## src/rtl/docpu_bus_bridge_if.sv

```systemverilog
// rtl/docpu_bus_bridge_if.sv - CPU data-port and slave-channel signal bundle for docpu_bus_bridge
//
// Signals (names are from the bridge's point of view):
//   m_ce_i, m_we_i, m_addr_i[31:0], m_sel_i[3:0], m_data_i[31:0]  CPU request
//   m_data_o[31:0], m_stall_o, m_err_o                             CPU response
//   s_ce_o[NUM_SLV-1:0], s_we_o, s_addr_o[31:0], s_sel_o[3:0],
//   s_data_o[31:0]                                                 slave request
//   s_data_i[NUM_SLV*32-1:0], s_ack_i[NUM_SLV-1:0]                 slave response
// Modports:
//   slave  - the bridge itself (serves the CPU, drives the slave channels)
//   master - the environment (CPU plus slave devices)
interface docpu_bus_bridge_if #(
    parameter int NUM_SLV = 2
);
    logic                   m_ce_i;
    logic                   m_we_i;
    logic [31:0]            m_addr_i;
    logic [3:0]             m_sel_i;
    logic [31:0]            m_data_i;
    logic [31:0]            m_data_o;
    logic                   m_stall_o;
    logic                   m_err_o;
    logic [NUM_SLV-1:0]     s_ce_o;
    logic                   s_we_o;
    logic [31:0]            s_addr_o;
    logic [3:0]             s_sel_o;
    logic [31:0]            s_data_o;
    logic [NUM_SLV*32-1:0]  s_data_i;
    logic [NUM_SLV-1:0]     s_ack_i;

    modport slave (
        input  m_ce_i, m_we_i, m_addr_i, m_sel_i, m_data_i, s_data_i, s_ack_i,
        output m_data_o, m_stall_o, m_err_o, s_ce_o, s_we_o, s_addr_o, s_sel_o, s_data_o
    );

    modport master (
        output m_ce_i, m_we_i, m_addr_i, m_sel_i, m_data_i, s_data_i, s_ack_i,
        input  m_data_o, m_stall_o, m_err_o, s_ce_o, s_we_o, s_addr_o, s_sel_o, s_data_o
    );
endinterface

```

## src/rtl/docpu_bus_bridge.sv

```systemverilog
// rtl/docpu_bus_bridge.sv - DoCPU data-port to NUM_SLV memory-mapped slave bridge with ce/ack handshake
//
// Ports:
//   clk  - system clock, rising edge
//   rst  - asynchronous active-low reset
//   bus  - docpu_bus_bridge_if.slave (CPU request/response and slave channels)
// Parameters:
//   NUM_SLV   - slave channel count (1..8), lower index wins on overlapping windows
//   SLV_BASE  - packed NUM_SLV x 32 window bases, slave 0 in the LSBs
//   SLV_MASK  - packed NUM_SLV x 32 window masks, hit when (addr & mask) == base
//   TIMEOUT   - BUSY cycles without ack before the access is aborted (1..255)
// Build option:
//   BUS_TIMEOUT_EN - when defined, builds the BUSY timeout counter; otherwise BUSY waits for ack forever
module docpu_bus_bridge #(
    parameter int                    NUM_SLV  = 2,
    parameter logic [NUM_SLV*32-1:0] SLV_BASE = {32'hFFFF_0000, 32'h1001_0000},
    parameter logic [NUM_SLV*32-1:0] SLV_MASK = {32'hFFFF_FF00, 32'hFFFF_0000},
    parameter int                    TIMEOUT  = 15
) (
    input  logic                clk,
    input  logic                rst,
    docpu_bus_bridge_if.slave   bus
);
    localparam int IW = (NUM_SLV > 1) ? $clog2(NUM_SLV) : 1;

    if (NUM_SLV < 1 || NUM_SLV > 8) begin : g_bad_num_slv
        $error("docpu_bus_bridge: NUM_SLV must be 1..8");
    end
    if (TIMEOUT < 1 || TIMEOUT > 255) begin : g_bad_timeout
        $error("docpu_bus_bridge: TIMEOUT must be 1..255");
    end

    typedef enum logic [1:0] {
        IDLE = 2'd0,
        BUSY = 2'd1,
        DONE = 2'd2,
        ERR  = 2'd3
    } state_t;

    state_t             state;
    logic [IW-1:0]      sel_idx;
    logic [NUM_SLV-1:0] s_ce_q;
    logic               s_we_q;
    logic [31:0]        s_addr_q;
    logic [3:0]         s_sel_q;
    logic [31:0]        s_data_q;
    logic [31:0]        m_data_q;
    logic               m_err_q;

    logic               hit;
    logic [IW-1:0]      hit_idx;
    logic [31:0]        hit_mask;
    logic               sel_ack;
    logic [31:0]        sel_rdata;

`ifdef BUS_TIMEOUT_EN
    localparam logic [7:0] WAIT_LAST = 8'(TIMEOUT - 1);
    logic [7:0]         wait_cnt;
`endif

    // Walk from the highest index down so the lowest matching window is the one kept.
    always_comb begin
        hit      = 1'b0;
        hit_idx  = '0;
        hit_mask = '0;
        for (int i = NUM_SLV - 1; i >= 0; i--) begin
            if ((bus.m_addr_i & SLV_MASK[i*32 +: 32]) == SLV_BASE[i*32 +: 32]) begin
                hit      = 1'b1;
                hit_idx  = IW'(i);
                hit_mask = SLV_MASK[i*32 +: 32];
            end
        end
    end

    // Only the latched slave's ack and data are looked at; other channels are ignored.
    assign sel_ack   = bus.s_ack_i[sel_idx];
    assign sel_rdata = bus.s_data_i[int'(sel_idx)*32 +: 32];

    always_ff @(posedge clk or negedge rst) begin
        if (!rst) begin
            state    <= IDLE;
            sel_idx  <= '0;
            s_ce_q   <= '0;
            s_we_q   <= 1'b0;
            s_addr_q <= '0;
            s_sel_q  <= '0;
            s_data_q <= '0;
            m_data_q <= '0;
            m_err_q  <= 1'b0;
`ifdef BUS_TIMEOUT_EN
            wait_cnt <= '0;
`endif
        end else begin
            m_err_q <= 1'b0;
            case (state)
                IDLE: begin
                    if (bus.m_ce_i) begin
                        if (hit) begin
                            state    <= BUSY;
                            sel_idx  <= hit_idx;
                            s_ce_q   <= NUM_SLV'(1) << hit_idx;
                            s_we_q   <= bus.m_we_i;
                            s_addr_q <= bus.m_addr_i & ~hit_mask;
                            s_sel_q  <= bus.m_sel_i;
                            s_data_q <= bus.m_data_i;
`ifdef BUS_TIMEOUT_EN
                            wait_cnt <= '0;
`endif
                        end else begin
                            // Decode miss: slave outputs keep their previous latch.
                            state   <= ERR;
                            m_err_q <= 1'b1;
                            if (!bus.m_we_i) begin
                                m_data_q <= '0;
                            end
                        end
                    end
                end
                BUSY: begin
                    // Ack is tested first so it wins over a same-cycle timeout.
                    if (sel_ack) begin
                        state  <= DONE;
                        s_ce_q <= '0;
                        if (!s_we_q) begin
                            m_data_q <= sel_rdata;
                        end
                    end
`ifdef BUS_TIMEOUT_EN
                    else if (wait_cnt == WAIT_LAST) begin
                        state   <= ERR;
                        s_ce_q  <= '0;
                        m_err_q <= 1'b1;
                        if (!s_we_q) begin
                            m_data_q <= '0;
                        end
                    end else begin
                        wait_cnt <= wait_cnt + 8'd1;
                    end
`endif
                end
                DONE:    state <= IDLE;
                ERR:     state <= IDLE;
                default: state <= IDLE;
            endcase
        end
    end

    // Gated by rst so every output reads 0 while reset is held, even with a request pending.
    assign bus.m_stall_o = rst & (((state == IDLE) & bus.m_ce_i) | (state == BUSY));
    assign bus.m_data_o  = m_data_q;
    assign bus.m_err_o   = m_err_q;
    assign bus.s_ce_o    = s_ce_q;
    assign bus.s_we_o    = s_we_q;
    assign bus.s_addr_o  = s_addr_q;
    assign bus.s_sel_o   = s_sel_q;
    assign bus.s_data_o  = s_data_q;
endmodule

```

## src/flat_wrapper.sv

```systemverilog
// flat-port wrapper written by rule: the top's interface ports become plain ports
module docpu_bus_bridge_flat 
#(
    parameter int                    NUM_SLV  = 2,
    parameter logic [NUM_SLV*32-1:0] SLV_BASE = {32'hFFFF_0000, 32'h1001_0000},
    parameter logic [NUM_SLV*32-1:0] SLV_MASK = {32'hFFFF_FF00, 32'hFFFF_0000},
    parameter int                    TIMEOUT  = 15
)
  (clk, rst, bus_m_ce_i, bus_m_we_i, bus_m_addr_i, bus_m_sel_i, bus_m_data_i, bus_s_data_i, bus_s_ack_i, bus_m_data_o, bus_m_stall_o, bus_m_err_o, bus_s_ce_o, bus_s_we_o, bus_s_addr_o, bus_s_sel_o, bus_s_data_o);
  docpu_bus_bridge_if #(.NUM_SLV(NUM_SLV)) bus_i ();
  input  logic clk;
  input  logic rst;
  input wire logic [$bits(bus_i.m_ce_i)-1:0] bus_m_ce_i;
  input wire logic [$bits(bus_i.m_we_i)-1:0] bus_m_we_i;
  input wire logic [$bits(bus_i.m_addr_i)-1:0] bus_m_addr_i;
  input wire logic [$bits(bus_i.m_sel_i)-1:0] bus_m_sel_i;
  input wire logic [$bits(bus_i.m_data_i)-1:0] bus_m_data_i;
  input wire logic [$bits(bus_i.s_data_i)-1:0] bus_s_data_i;
  input wire logic [$bits(bus_i.s_ack_i)-1:0] bus_s_ack_i;
  output wire logic [$bits(bus_i.m_data_o)-1:0] bus_m_data_o;
  output wire logic [$bits(bus_i.m_stall_o)-1:0] bus_m_stall_o;
  output wire logic [$bits(bus_i.m_err_o)-1:0] bus_m_err_o;
  output wire logic [$bits(bus_i.s_ce_o)-1:0] bus_s_ce_o;
  output wire logic [$bits(bus_i.s_we_o)-1:0] bus_s_we_o;
  output wire logic [$bits(bus_i.s_addr_o)-1:0] bus_s_addr_o;
  output wire logic [$bits(bus_i.s_sel_o)-1:0] bus_s_sel_o;
  output wire logic [$bits(bus_i.s_data_o)-1:0] bus_s_data_o;
  assign bus_i.m_ce_i = bus_m_ce_i;
  assign bus_i.m_we_i = bus_m_we_i;
  assign bus_i.m_addr_i = bus_m_addr_i;
  assign bus_i.m_sel_i = bus_m_sel_i;
  assign bus_i.m_data_i = bus_m_data_i;
  assign bus_i.s_data_i = bus_s_data_i;
  assign bus_i.s_ack_i = bus_s_ack_i;
  assign bus_m_data_o = bus_i.m_data_o;
  assign bus_m_stall_o = bus_i.m_stall_o;
  assign bus_m_err_o = bus_i.m_err_o;
  assign bus_s_ce_o = bus_i.s_ce_o;
  assign bus_s_we_o = bus_i.s_we_o;
  assign bus_s_addr_o = bus_i.s_addr_o;
  assign bus_s_sel_o = bus_i.s_sel_o;
  assign bus_s_data_o = bus_i.s_data_o;
  docpu_bus_bridge #(.NUM_SLV(NUM_SLV), .SLV_BASE(SLV_BASE), .SLV_MASK(SLV_MASK), .TIMEOUT(TIMEOUT)) u_core (.clk(clk), .rst(rst), .bus(bus_i));
endmodule
```

## config.mk

```make
export PLATFORM = sky130hd
export DESIGN_NAME = docpu_bus_bridge_flat
export DESIGN_NICKNAME = d
export VERILOG_FILES = /design/src/rtl/docpu_bus_bridge_if.sv /design/src/rtl/docpu_bus_bridge.sv /design/src/flat_wrapper.sv
export SDC_FILE = /design/constraint.sdc
export NUM_CORES = 1
export LEC_CHECK = 0
export BUFFER_PORTS_ARGS = -buffer_cell sky130_fd_sc_hd__buf_2
export CAP_MARGIN = 10
export CORE_ASPECT_RATIO = 2
export CORE_MARGIN = 4
export CORE_UTILIZATION = 30
export CTS_BUF_LIST = sky130_fd_sc_hd__clkbuf_4
export CTS_CLUSTER_DIAMETER = 50
export DETAILED_ROUTE_END_ITERATION = 10
export SLEW_MARGIN = 20
export SYNTH_ARGS = -nofsm -noshare
export SYNTH_HDL_FRONTEND = slang
export SYNTH_SLANG_ARGS = --single-unit
```

## constraint.sdc

```tcl
create_clock -name clk -period 4.6 [get_ports clk]
set_clock_uncertainty 0.2 [all_clocks]
set_input_delay 0.46 -clock clk [delete_from_list [all_inputs] [get_ports clk]]
set_output_delay 0.46 -clock clk [all_outputs]
set_load 0.1 [all_outputs]
```

* Word level (Yosys, flattened, before mapping)
Index checks and enable logic that the tools add are counted.
Storage, ports and cells: bits of input ports 138, word-level logic and storage cells 59, bits in registers 107, output and inout port bits 105
Cells by class: shifts and indexed selects 2, reduce and logical (&&, ||, !) cells 7, equality and inequality tests 11, multiplexer cells 24, bitwise operators 5, order comparisons 1
Operators by type and width (count):
- 32-bit 2-to-1 mux | 7
- 32-bit case mux with 2 select lines | 1
- 64-bit by 7-bit indexed part select with 32-bit output | 1
- 32-bit bitwise AND | 1
- 32-bit inverter | 1
- 24-bit == test (second input constant) | 1
- 16-bit by 13-bit == test with 1-bit output (second input constant) | 1
- 2-bit 2-to-1 mux | 6
- 1-bit 2-to-1 mux | 8
- 2-bit != test (second input constant) | 4
- 2-bit case mux with 3 select lines | 1
- 6-bit AND reduction | 1
- 2-bit == test (second input constant) | 2
- 2-bit by 1-bit != test with 1-bit output (second input constant) | 2
- 2-bit case mux with 2 select lines | 1
- 4-bit AND reduction | 1
- 3-bit AND reduction | 1
- 1-bit bitwise AND | 2
- 2-bit by 1-bit == test with 1-bit output (second input constant) | 1
- 2-bit logical NOT | 1
- 1-bit by 2-bit less-than comparator with 1-bit output (second input constant) | 1
- 2-bit AND reduction | 1
- 2-bit nonzero test | 1
- 2-bit OR reduction | 1
- other kinds (2) | 2

* Depth between registers and ports, before layout
depth after elaboration 7, gate-level depth with buffers 8, mapped depth without buffers 5

* Least setup slack after synthesis
OpenSTA, ideal clock, no wires.
path type flip-flop to output port, start reg u_core.state[1], end out bus_m_stall_o, data required time 3940 ps, data arrival time 1880 ps, path slack 2060 ps, path buffers 0, cell stages (with the launch flop) 3, cells stage by stage dfrtp_1 o21bai_1 nor2_1
On the way: cells in the longest elaborated chain, start to end 4, elaborated cells between the ends (all ways) 5, classes of those cells eq/ne (1); bitwise (3); reduce/logical (1)
Ends and longest elaborated chain:
- from (decl) | RTL line docpu_bus_bridge.sv:40 | state_t state;
- from (signal assigned) | RTL line docpu_bus_bridge.sv:81 | state <= IDLE;
- from (signal assigned) | RTL line docpu_bus_bridge.sv:99 | state <= BUSY;
- from (signal assigned) | RTL line docpu_bus_bridge.sv:111 | state <= ERR;
- 2-bit logical NOT | RTL line docpu_bus_bridge.sv:149 | assign bus.m_stall_o = rst & (((state == IDLE) & bus.m_ce_i) | (state == BUSY));
- 1-bit bitwise AND | RTL line docpu_bus_bridge.sv:149
- 1-bit OR * | RTL line docpu_bus_bridge.sv:149
- 1-bit bitwise AND * | RTL line docpu_bus_bridge.sv:149
- to (decl) | RTL line flat_wrapper.sv:21 | output wire logic [$bits(bus_i.m_stall_o)-1:0] bus_m_stall_o;
Mark *: on every way between the ends. The rest lies on a longest branch, timed or not.

* Worst setup path in the final report
start in bus_m_addr_i[13], end reg u_core.s_data_q[2], in the netlist u_core.bus.s_data_o[2]
On the way: cells in the longest elaborated chain, start to end 4
Ends and longest elaborated chain:
- from (decl) | RTL line flat_wrapper.sv:15 | input wire logic [$bits(bus_i.m_addr_i)-1:0] bus_m_addr_i;
- 24-bit == test | RTL line docpu_bus_bridge.sv:67 | if ((bus.m_addr_i & SLV_MASK[i*32 +: 32]) == SLV_BASE[i*32 +: 32]) begin
- 1-bit 2-to-1 mux (2 in a row) | RTL line docpu_bus_bridge.sv:67
- 3-bit AND reduction (no source line)
- to (signal assigned) | RTL line docpu_bus_bridge.sv:105 | s_data_q <= bus.m_data_i;
- to (decl) | RTL line docpu_bus_bridge.sv:46 | logic [31:0] s_data_q;
Every way passes these cells. A chain may end at the register's enable or synchronous reset.

==> results.ini <==
[outcome]
status=finished, final reports clean

[final_layout]
stdcell_count=863
layout-drive-gt1-share_pct=48.0
nets=794
final_util_pct=43.2
syn_to_final_growth_pct=40.4
fin_area_um2=6890

[power]
switching_share_pct=55.3
ir_drop_uv=282
leakage_nw=3.81
pwr-share-clk_pct=13.5
internal-power_mw=1.62
p_sw_mw=2.00
comb_power_share_pct=52.7
p_per_area_nw_per_um2=525
seqPwrFrac_pct=33.8

[global_routing]
grt_usage_pct=15.2
grt_first_pass_wirelength_um=22800
overflow=0
grt_max_degree=65
antenna_found_initial=1
grt_pass1_vias=4426

[synth]
synth-edff-count=0
yosys.area.top_type=dfrtp_1
syn_avg_cell_area_um2=13.2
synth_cell_types=36
ys_seq_area_share_pct=54.6
synth_nets=509
synth_warnings=0
syn-cell-area_um2=4910
ys.flop_type=dfrtp_1
synth_area_leaders=dfrtp_1 55%, mux2_4 12%, mux2i_1 6.7%, a21o_1 5.0%, o31ai_1 5.0%
synth-seq-cells=107
yosysMostFrequentCell=dfrtp_1
yosys.area.top_type_share_pct=54.6
synth_commonest_cells=107 x dfrtp_1, 40 x mux2_4, 36 x nand2_1
syn_inst=371
async_flop_share_pct=100

[floorplanning]
ioPinCount=243
design.core.area_um2=15900
rows=65
die-height_um=189
start_util_pct=30.8
fp.dieW_um=98.4
dieArea_um2=18600

[critical_path]
worst-r2r-setup-slack_ns=1.62
cp_data_arrival_time_ns=3.49
endpoint_kind=flop
cp-start-kind=primary input
path_max_fanout=29
setup.worst_path.class=primary input to flop
crit_required_ns=4.79

[cts]
ctsResizeCount=0
cts_sinks=107
tritoncts=built
clk_pin_slew_ns=0.20
cts_setup_buffers=0
cts_root_buf=clkbuf_4
cts_made_buffers=9
cts_max_level=3
cts_buffer_depth=2
clk_latency_ns=0.45

[placed_design]
gp_congestion=0.870
dp_hpwl_um=10500
io_buffer_count=242
dp.cells=794
placed_cell_area_um2=6220

[route]
drt-wirelength-per-cell_um=16.6
ant_nets=0
drc_errors=0
routed_via_density=4.69
vias=4045
dr.pass1.iters=4
wl_um=14400
drt_iter0_drc=118

[sta]
slew_viol_final=0
max_freq_mhz=303
worst_slew_pin_slew_ns=0.993
slew_headroom_pct=33.8
period_share_pct=71.7
fin_crit_ns=3.30
holdWs_ns=0.0653
finalHoldViolations=0
setup_violations=0
timing.setup.tns_ns=0
rsz0062_at_grt=false

[min_path]
hold_class=primary input to flop

[job]
max_cap_violations=0

[through the flow]
stage                     power [mW]  worst slack [ns]
final                           3.62              1.30
after global routing            3.82              1.21
after CTS                       3.68              1.34
after detailed placement        3.14              1.31
after global placement          3.11              1.40
after floorplan                 2.78              2.06
[critical path, cell delays in order]
cell and delay, ns:
dlygate4sd3_1 0.55, buf_2 0.13, nor4bb_1 0.35, nand4_1 0.19, nor4_2 0.30, or2_2 0.53, buf_4 0.54, mux2_2 0.40
[power by group through the flow]
stage	combinational [mW]	sequential (mW)	clock, mW
floorplan	0.496	2.28	0
global placement	1.87	1.24	0
detailed placement	1.89	1.25	0
CTS	1.93	1.23	0.519
global route	2.01	1.25	0.555
finish	1.91	1.22	0.487
[cell families (layout without fill, tap and decap cells)]
family / after synthesis / after routing / share of synthesized area [%]
flops: 107 / 107 / 54.6
compound gates: 81 / 81 / 12.6
mux: 79 / 79 / 20.3
simple gates: 78 / 78 / 8.59
buf+inv: 26 / 316 / 3.90
other cells: 0 / 1 / 0
[sequential cells by signal, indices dropped and copies added, names as in the netlist]
name                 count
u_core.bus.s_addr_o     32
u_core.bus.s_ce_o        2
u_core.state             2
u_core.sel_idx           1
u_core.bus.m_data_o     32
u_core.bus.s_data_o     32
u_core.bus.s_we_o        1
u_core.bus.m_err_o       1
u_core.bus.s_sel_o       4
[per-layer routing]
layer | routed length [um] | global-route usage (%) | vias to the layer above
li1 | - | - | 1909
met1 | 5270 | 16.3 | 1976
met2 | 8060 | 28.7 | 134
met3 | 593 | 2.77 | 26
met4 | 446 | 6.31 | 0
met5 | 0 | 0 | -
[cell usage in the layout (no fill, tap or decap), drive strengths merged, types with 2 or more instances in the layout]
cell         count
buf            247
dfrtp          107
dlygate4sd3     52
mux2            46
nand2           36
mux2i           33
a21o            33
o31ai           33
and2            17
clkbuf          10
a22o             8
nor4             5
inv              5
nor2             5
nand4            4
and4             2
nor4bb           2
nor3             2
clkinv           2
[final timing paths]
kind / start / end / cells past startpoint
worst max-delay path: bus_m_addr_i[13] / u_core.bus.s_data_o[2] / 8
min in group asynchronous: rst / u_core.bus.s_addr_o[21] / 2
worst max register to register: u_core.state[0] / u_core.bus.s_data_o[2] / 6
worst min register to register: u_core.bus.s_ce_o[1] / u_core.bus.s_ce_o[1] / 2
worst min-delay path: bus_m_addr_i[14] / u_core.bus.s_addr_o[14] / 2
max in group asynchronous: rst / u_core.bus.s_data_o[16] / 3
[repair_timing]
| item | 4_1_cts | 5_1_grt |
|---|---|---|
| endpoints found under the setup margin | 0 | 0 |
| endpoints found under the hold margin | 102 | 1 |
| hold buffers | 51 | 1 |
[area by class of cell]
cell class	count	area, um^2
Fill cell	1535	9050
Sequential cell	107	2680
Inverter	1	3.75
Clock inverter	6	67.6
Clock buffer	10	75.1
Timing Repair Buffer	299	1770
Antenna cell	1	2.50
Tap cell	201	251
Multi-Input combinational cell	238	2040
Note: power is estimated with default switching activity, not from simulation.
